`config.mk`:
```
export PLATFORM = sky130hd
export DESIGN_NAME = clkdiv_prog
export DESIGN_NICKNAME = d
export VERILOG_FILES = /design/src/rtl/clkdiv_prog.sv
export SDC_FILE = /design/constraint.sdc
export NUM_CORES = 1
export LEC_CHECK = 0
export CELL_PAD_IN_SITES_DETAIL_PLACEMENT = 0
export CELL_PAD_IN_SITES_GLOBAL_PLACEMENT = 1
export CORE_ASPECT_RATIO = 1.75
export CORE_MARGIN = 4
export CORE_UTILIZATION = 47
export CTS_BUF_LIST = sky130_fd_sc_hd__clkbuf_2 sky130_fd_sc_hd__clkbuf_4 sky130_fd_sc_hd__clkbuf_8
export CTS_CLUSTER_SIZE = 14
export DETAILED_ROUTE_END_ITERATION = 12
export GPL_TIMING_DRIVEN = 0
export PLACE_DENSITY = 0.78
export SYNTH_ARGS = -nofsm -noshare
export SYNTH_HDL_FRONTEND = slang
export SYNTH_SLANG_ARGS = --single-unit
```
`constraint.sdc`:
```
create_clock -name clk -period 5.4 [get_ports clk]
set_clock_uncertainty 0.05 [all_clocks]
set_input_delay 1.08 -clock clk [delete_from_list [all_inputs] [get_ports clk]]
set_output_delay 1.08 -clock clk [all_outputs]
set_load 0.03 [all_outputs]
```
`src/rtl/clkdiv_prog.sv`:
```
// Programmable multi-channel clock divider with 50% duty, glitch-free reload.
// Ports: clk, rst (sync, active-high), en/load per channel, div_in packed
// divisors, out divided clocks, tick one-cycle pulse after each out rise.
module clkdiv_prog #(
  parameter int CH       = 2,
  parameter int WIDTH    = 8,
  parameter int DIV_INIT = 7
) (
  input  logic                  clk,
  input  logic                  rst,
  input  logic [CH-1:0]         en,
  input  logic [CH*WIDTH-1:0]   div_in,
  input  logic [CH-1:0]         load,
  output logic [CH-1:0]         out,
  output logic [CH-1:0]         tick
);

  typedef enum logic {ST_IDLE, ST_RUN} state_t;

  localparam logic [WIDTH-1:0] DRAW  = WIDTH'(DIV_INIT);
  localparam logic [WIDTH-1:0] DINIT =
    (DRAW < WIDTH'(2)) ? WIDTH'(2) : DRAW;

  function automatic logic [WIDTH-1:0] clamp(
    input logic [WIDTH-1:0] v
  );
    return (v < WIDTH'(2)) ? WIDTH'(2) : v;
  endfunction

  for (genvar i = 0; i < CH; i++) begin : g_ch
    state_t           st, st_n;
    logic [WIDTH-1:0] d, d_n;
    logic [WIDTH-1:0] p, p_n;
    logic [WIDTH-1:0] cnt, cnt_n;
    logic [WIDTH-1:0] din;
    logic             pend, pend_n;
    logic             bound;
    logic             ph, ph_n;
    logic             trim, trim_n;
    logic             ntrim;
    logic             tk, tk_n;
    logic [WIDTH:0]   half;

    assign din = clamp(div_in[i*WIDTH +: WIDTH]);

    always_comb begin
      st_n   = st;
      d_n    = d;
      p_n    = p;
      pend_n = pend;
      cnt_n  = cnt;
      bound  = (st == ST_RUN) && (cnt == d - 1'b1);
      unique case (st)
        ST_IDLE: begin
          if (load[i]) d_n = din;
          if (en[i]) begin
            st_n  = ST_RUN;
            cnt_n = '0;
          end
        end
        ST_RUN: begin
          if (bound) begin
            cnt_n = '0;
            // a load landing on the boundary wins over an older pending value
            if (load[i]) begin
              d_n    = din;
              pend_n = 1'b0;
            end else if (pend) begin
              d_n    = p;
              pend_n = 1'b0;
            end
            if (!en[i]) st_n = ST_IDLE;
          end else begin
            cnt_n = cnt + 1'b1;
            if (load[i]) begin
              p_n    = din;
              pend_n = 1'b1;
            end
          end
        end
      endcase
      // ph is high for ceil(D/2) cycles; for odd D the last of those
      // cycles is cut in half by the negedge copy of trim
      half   = ({1'b0, d_n} + 1'b1) >> 1;
      ph_n   = (st_n == ST_RUN) && ({1'b0, cnt_n} < half);
      trim_n = (st_n == ST_RUN) && d_n[0] &&
               ({1'b0, cnt_n} == half - 1'b1);
      tk_n   = (st == ST_RUN) && (cnt == '0);
    end

    always_ff @(posedge clk) begin
      if (rst) begin
        st   <= ST_IDLE;
        d    <= DINIT;
        p    <= DINIT;
        pend <= 1'b0;
        cnt  <= '0;
        ph   <= 1'b0;
        trim <= 1'b0;
        tk   <= 1'b0;
      end else begin
        st   <= st_n;
        d    <= d_n;
        p    <= p_n;
        pend <= pend_n;
        cnt  <= cnt_n;
        ph   <= ph_n;
        trim <= trim_n;
        tk   <= tk_n;
      end
    end

    // trim is cleared by reset, so this copy clears on the next negedge
    always_ff @(negedge clk) begin
      ntrim <= trim;
    end

    assign out[i]  = ph & ~ntrim;
    assign tick[i] = tk;
  end

endmodule

```
==> impl_metrics.csv <==
group,metric,value,unit
run_status,run_status,"finished clean",
logic_synthesis,synth.distinct_cells,85,
sta,maxSlewHeadroom,33.18,%
sta,final.hold.worst_slack,0.4059,ns
power,ir_drop,0.1604,mV
routing,via_per_inst,5.858,
logic_synthesis,cell_type_contributing_the_most_total_cell_area_after_synthesis,"sky130_fd_sc_hd__dfxtp_1",
grt,grt_pass1_vias,4608,
routing,routed-via-count,4622,
die,die_height,143.6,um
cells_and_area,antennaDiodeCount,0,
cts,worst_skew_pair.late_latency,0.36,ns
logic_synthesis,library_cell_with_the_highest_instance_count_after_synthesis,"sky130_fd_sc_hd__nor2_1",
logic_synthesis,synthesis.yosys.warnings,0,
setup_path,start_kind,"flop",
setup_path,worst-endpoint-arrival,4.15,ns
grt,number_of_antenna_violations_at_the_first_check_in_global_routing,0,
cells_and_area,stdcell_count,789,
logic_synthesis,synth_area_per_cell,8.034,um2
logic_synthesis,ys_seq_area_share,24.31,%
setup_path,crit_required,4.27,ns
grt,maximum_number_of_pins_on_one_net_before_global_route_repair,11,
grt,global_route.overflow_total,0,
logic_synthesis,synth.top_cells.by_count,"sky130_fd_sc_hd__nor2_1 (62), sky130_fd_sc_hd__dfxtp_1 (60), sky130_fd_sc_hd__nand2_1 (34)",
die,horiz_die_dim,85.51,um
place,detailed_place_hpwl,11490,um
cts,cts_buffer_depth,2,
sta,setup_violations,0,
routing,post-route-drc-count,0,
cts,cts_tree,"done",
cells_and_area,multi_input_comb_area,3565,um2
cts,clock_pin_slew_on_the_worst_setup_and_hold_paths,0.07,ns
place,final_weighted_congestion_in_routability_driven_placement,0.9111,
cells_and_area,flow.area_growth_from_synthesis,15.95,%
grt,global_route.usage.total,24.50,%
logic_synthesis,edff_count_synth,0,
cts,clk_root_buffer_cell,"sky130_fd_sc_hd__clkbuf_8",
cells_and_area,layout_top_registers,"g_ch.cnt x16, g_ch.d x16, g_ch.p x16",
hold_path,hold_class,"flop to flop",
power,power_density,251.3,nW/um2
cells_and_area,final-seq-area,1204,um2
routing,detailedRoute.firstIterationViolations,244,
cts,htree_levels,3,
logic_synthesis,primary_ff_master_synth,"sky130_fd_sc_hd__dfxtp_1",
cts,numCtsBuffers,9,
power,power.leakage,0.002310,uW
cts,cts_sinks,60,
flow_run,max-cap-violations,0,
cells_and_area,layout.core_utilization,55.62,%
logic_synthesis,post_synth_main_area_contributors,"sky130_fd_sc_hd__dfxtp_1 (24%), sky130_fd_sc_hd__ha_1 (6.6%), sky130_fd_sc_hd__xnor2_1 (5.5%)",
die,io_pins,26,
logic_synthesis,synth_cells,615,
logic_synthesis,synth_top_area_share,24.31,%
die,die_area,12280,um2
setup_path,timing_worst_setup_path_type,"flop to primary output",
place,port_buffers,24,
logic_synthesis,cell_area_synth,4941,um2
die,floorplan.core_area,10300,um2
cells_and_area,fill_cells,999,
place,placed_cells_incl_taps,766,
sta,hold_viol_final,0,
routing,route.antenna.remaining_nets,0,
cells_and_area,final_net_count,707,
setup_path,setup_crit_end_kind,"primary output",
logic_synthesis,ys_ff_latch,60,
routing,drt-wirelength-per-cell,18.75,um
sta,max_slew.worst_pin.slew,1.002,ns
die,start_util,47.97,%
logic_synthesis,syn_nets,663,
setup_path,critPathMaxFanout,1,
sta,drv_slew,0,
grt,grt_pass1_wl,23300,um
cells_and_area,drive_above_1_share,11.03,%
die,placement_rows,49,
routing,detail_route.wirelength,14790,um
routing,first_drt_pass_iteration_count,4,
logic_synthesis,synth_async_sr_flop_share,0,%
worst paths after layout:
kind / startpoint / end / slack (ns) / cells past startpoint
worst max-delay path: g_ch[1].ntrim$_DFF_N_ / out[1] / 0.12 / 2
worst min-delay path: g_ch[0].p[6]$_SDFFE_PP0P_ / g_ch[0].p[6]$_SDFFE_PP0P_ / 0.41 / 2
worst max register to register: g_ch[1].d[1]$_SDFF_PP1_ / g_ch[1].trim$_SDFF_PP0_ / 0.21 / 17
worst min register to register: g_ch[0].p[6]$_SDFFE_PP0P_ / g_ch[0].p[6]$_SDFFE_PP0P_ / 0.41 / 2
cell families (layout without fill, tap and decap cells):
group	after synthesis	in the layout	synth area share, %
AND/OR/NAND/NOR	252	252	27.86
AO/OA/AOI/OAI	135	135	20.33
buffers and inverters	67	114	5.545
flip-flops	60	60	24.31
XOR/XNOR	50	50	10.15
adder cells (fa/ha/maj)	26	26	6.584
multiplexers	25	25	5.216
cell usage in the layout, fill, tap and decap left out, types with 7 or more instances in the layout:
| cell type | netlist | final |
|---|---|---|
| sky130_fd_sc_hd__a21oi_1 | 30 | 30 |
| sky130_fd_sc_hd__and3_1 | 12 | 12 |
| sky130_fd_sc_hd__nor4_1 | 9 | 7 |
| sky130_fd_sc_hd__mux2i_1 | 19 | 19 |
| sky130_fd_sc_hd__nor2_1 | 62 | 62 |
| sky130_fd_sc_hd__a211o_1 | 9 | 9 |
| sky130_fd_sc_hd__xnor2_1 | 31 | 31 |
| sky130_fd_sc_hd__inv_1 | 31 | 32 |
| sky130_fd_sc_hd__nor2b_1 | 26 | 26 |
| sky130_fd_sc_hd__ha_1 | 26 | 24 |
| sky130_fd_sc_hd__and2_1 | 8 | 8 |
| sky130_fd_sc_hd__buf_4 | 2 | 11 |
| sky130_fd_sc_hd__nand3b_1 | 7 | 7 |
| sky130_fd_sc_hd__dfxtp_1 | 60 | 58 |
| sky130_fd_sc_hd__nand2b_1 | 14 | 13 |
| sky130_fd_sc_hd__nor3_1 | 20 | 20 |
| sky130_fd_sc_hd__clkbuf_1 | 24 | 22 |
| sky130_fd_sc_hd__nand2_1 | 34 | 34 |
| sky130_fd_sc_hd__o21ai_0 | 20 | 20 |
| sky130_fd_sc_hd__a211oi_1 | 9 | 9 |
| sky130_fd_sc_hd__clkdlybuf4s50_1 | 0 | 24 |
| sky130_fd_sc_hd__clkbuf_8 | 0 | 10 |
| sky130_fd_sc_hd__nand3_1 | 17 | 17 |
| sky130_fd_sc_hd__xor2_1 | 14 | 14 |
report_power, final:
part	switching [uW]	internal, uW	total [uW]
clock network	189	280	469
registers	26.5	466	493
logic	269	208	477
metrics by stage:
step | TNS, ns | total power [uW] | instance area (um2) | setup slack (ns)
2_1_floorplan | 0 | 837.3 | 4941 | 0.6331
3_3_place_gp | -0.4400 | 948.3 | 5340 | -0.3567
3_5_place_dp | -0.5150 | 958.9 | 5340 | -0.3379
4_1_cts | 0 | 1430 | 5574 | 0.01278
5_1_grt | -0.003761 | 1518 | 5729 | -0.003761
6_report | 0 | 1440 | 5729 | 0.1223
critical path, stage by stage (launching register included):
cell,delay [ns]
sky130_fd_sc_hd__dfxtp_1,0.29
sky130_fd_sc_hd__nor2b_1,0.09
sky130_fd_sc_hd__clkdlybuf4s50_1,0.68
per-layer routing:
| layer | track usage, % | share of wire [%] |
|---|---|---|
| met5 | 0 | 0 |
| met2 | 48.57 | 55 |
| met4 | 15.01 | 5.8 |
| met3 | 3.155 | 2.9 |
| met1 | 23.02 | 36 |
final cells by class:
cell class / count / share of cell area (%)
buffer: 34 / 2.752
clock buffer: 12 / 2.664
clock inverter: 4 / 1.179
inverter: 31 / 2.031
multi-input combinational: 488 / 62.22
sequential: 60 / 21.01
tap: 127 / 2.774
timing repair buffer: 33 / 5.372
what timing repair did:
action,4_1_cts,5_1_grt
pin swaps,1,7
hold buffers,0,0
buffers inserted,1,8
gates resized for setup,2,23
setup endpoints to repair,2,3
endpoints found under the hold margin,0,0
Note: power is estimated with default switching activity, not from simulation.
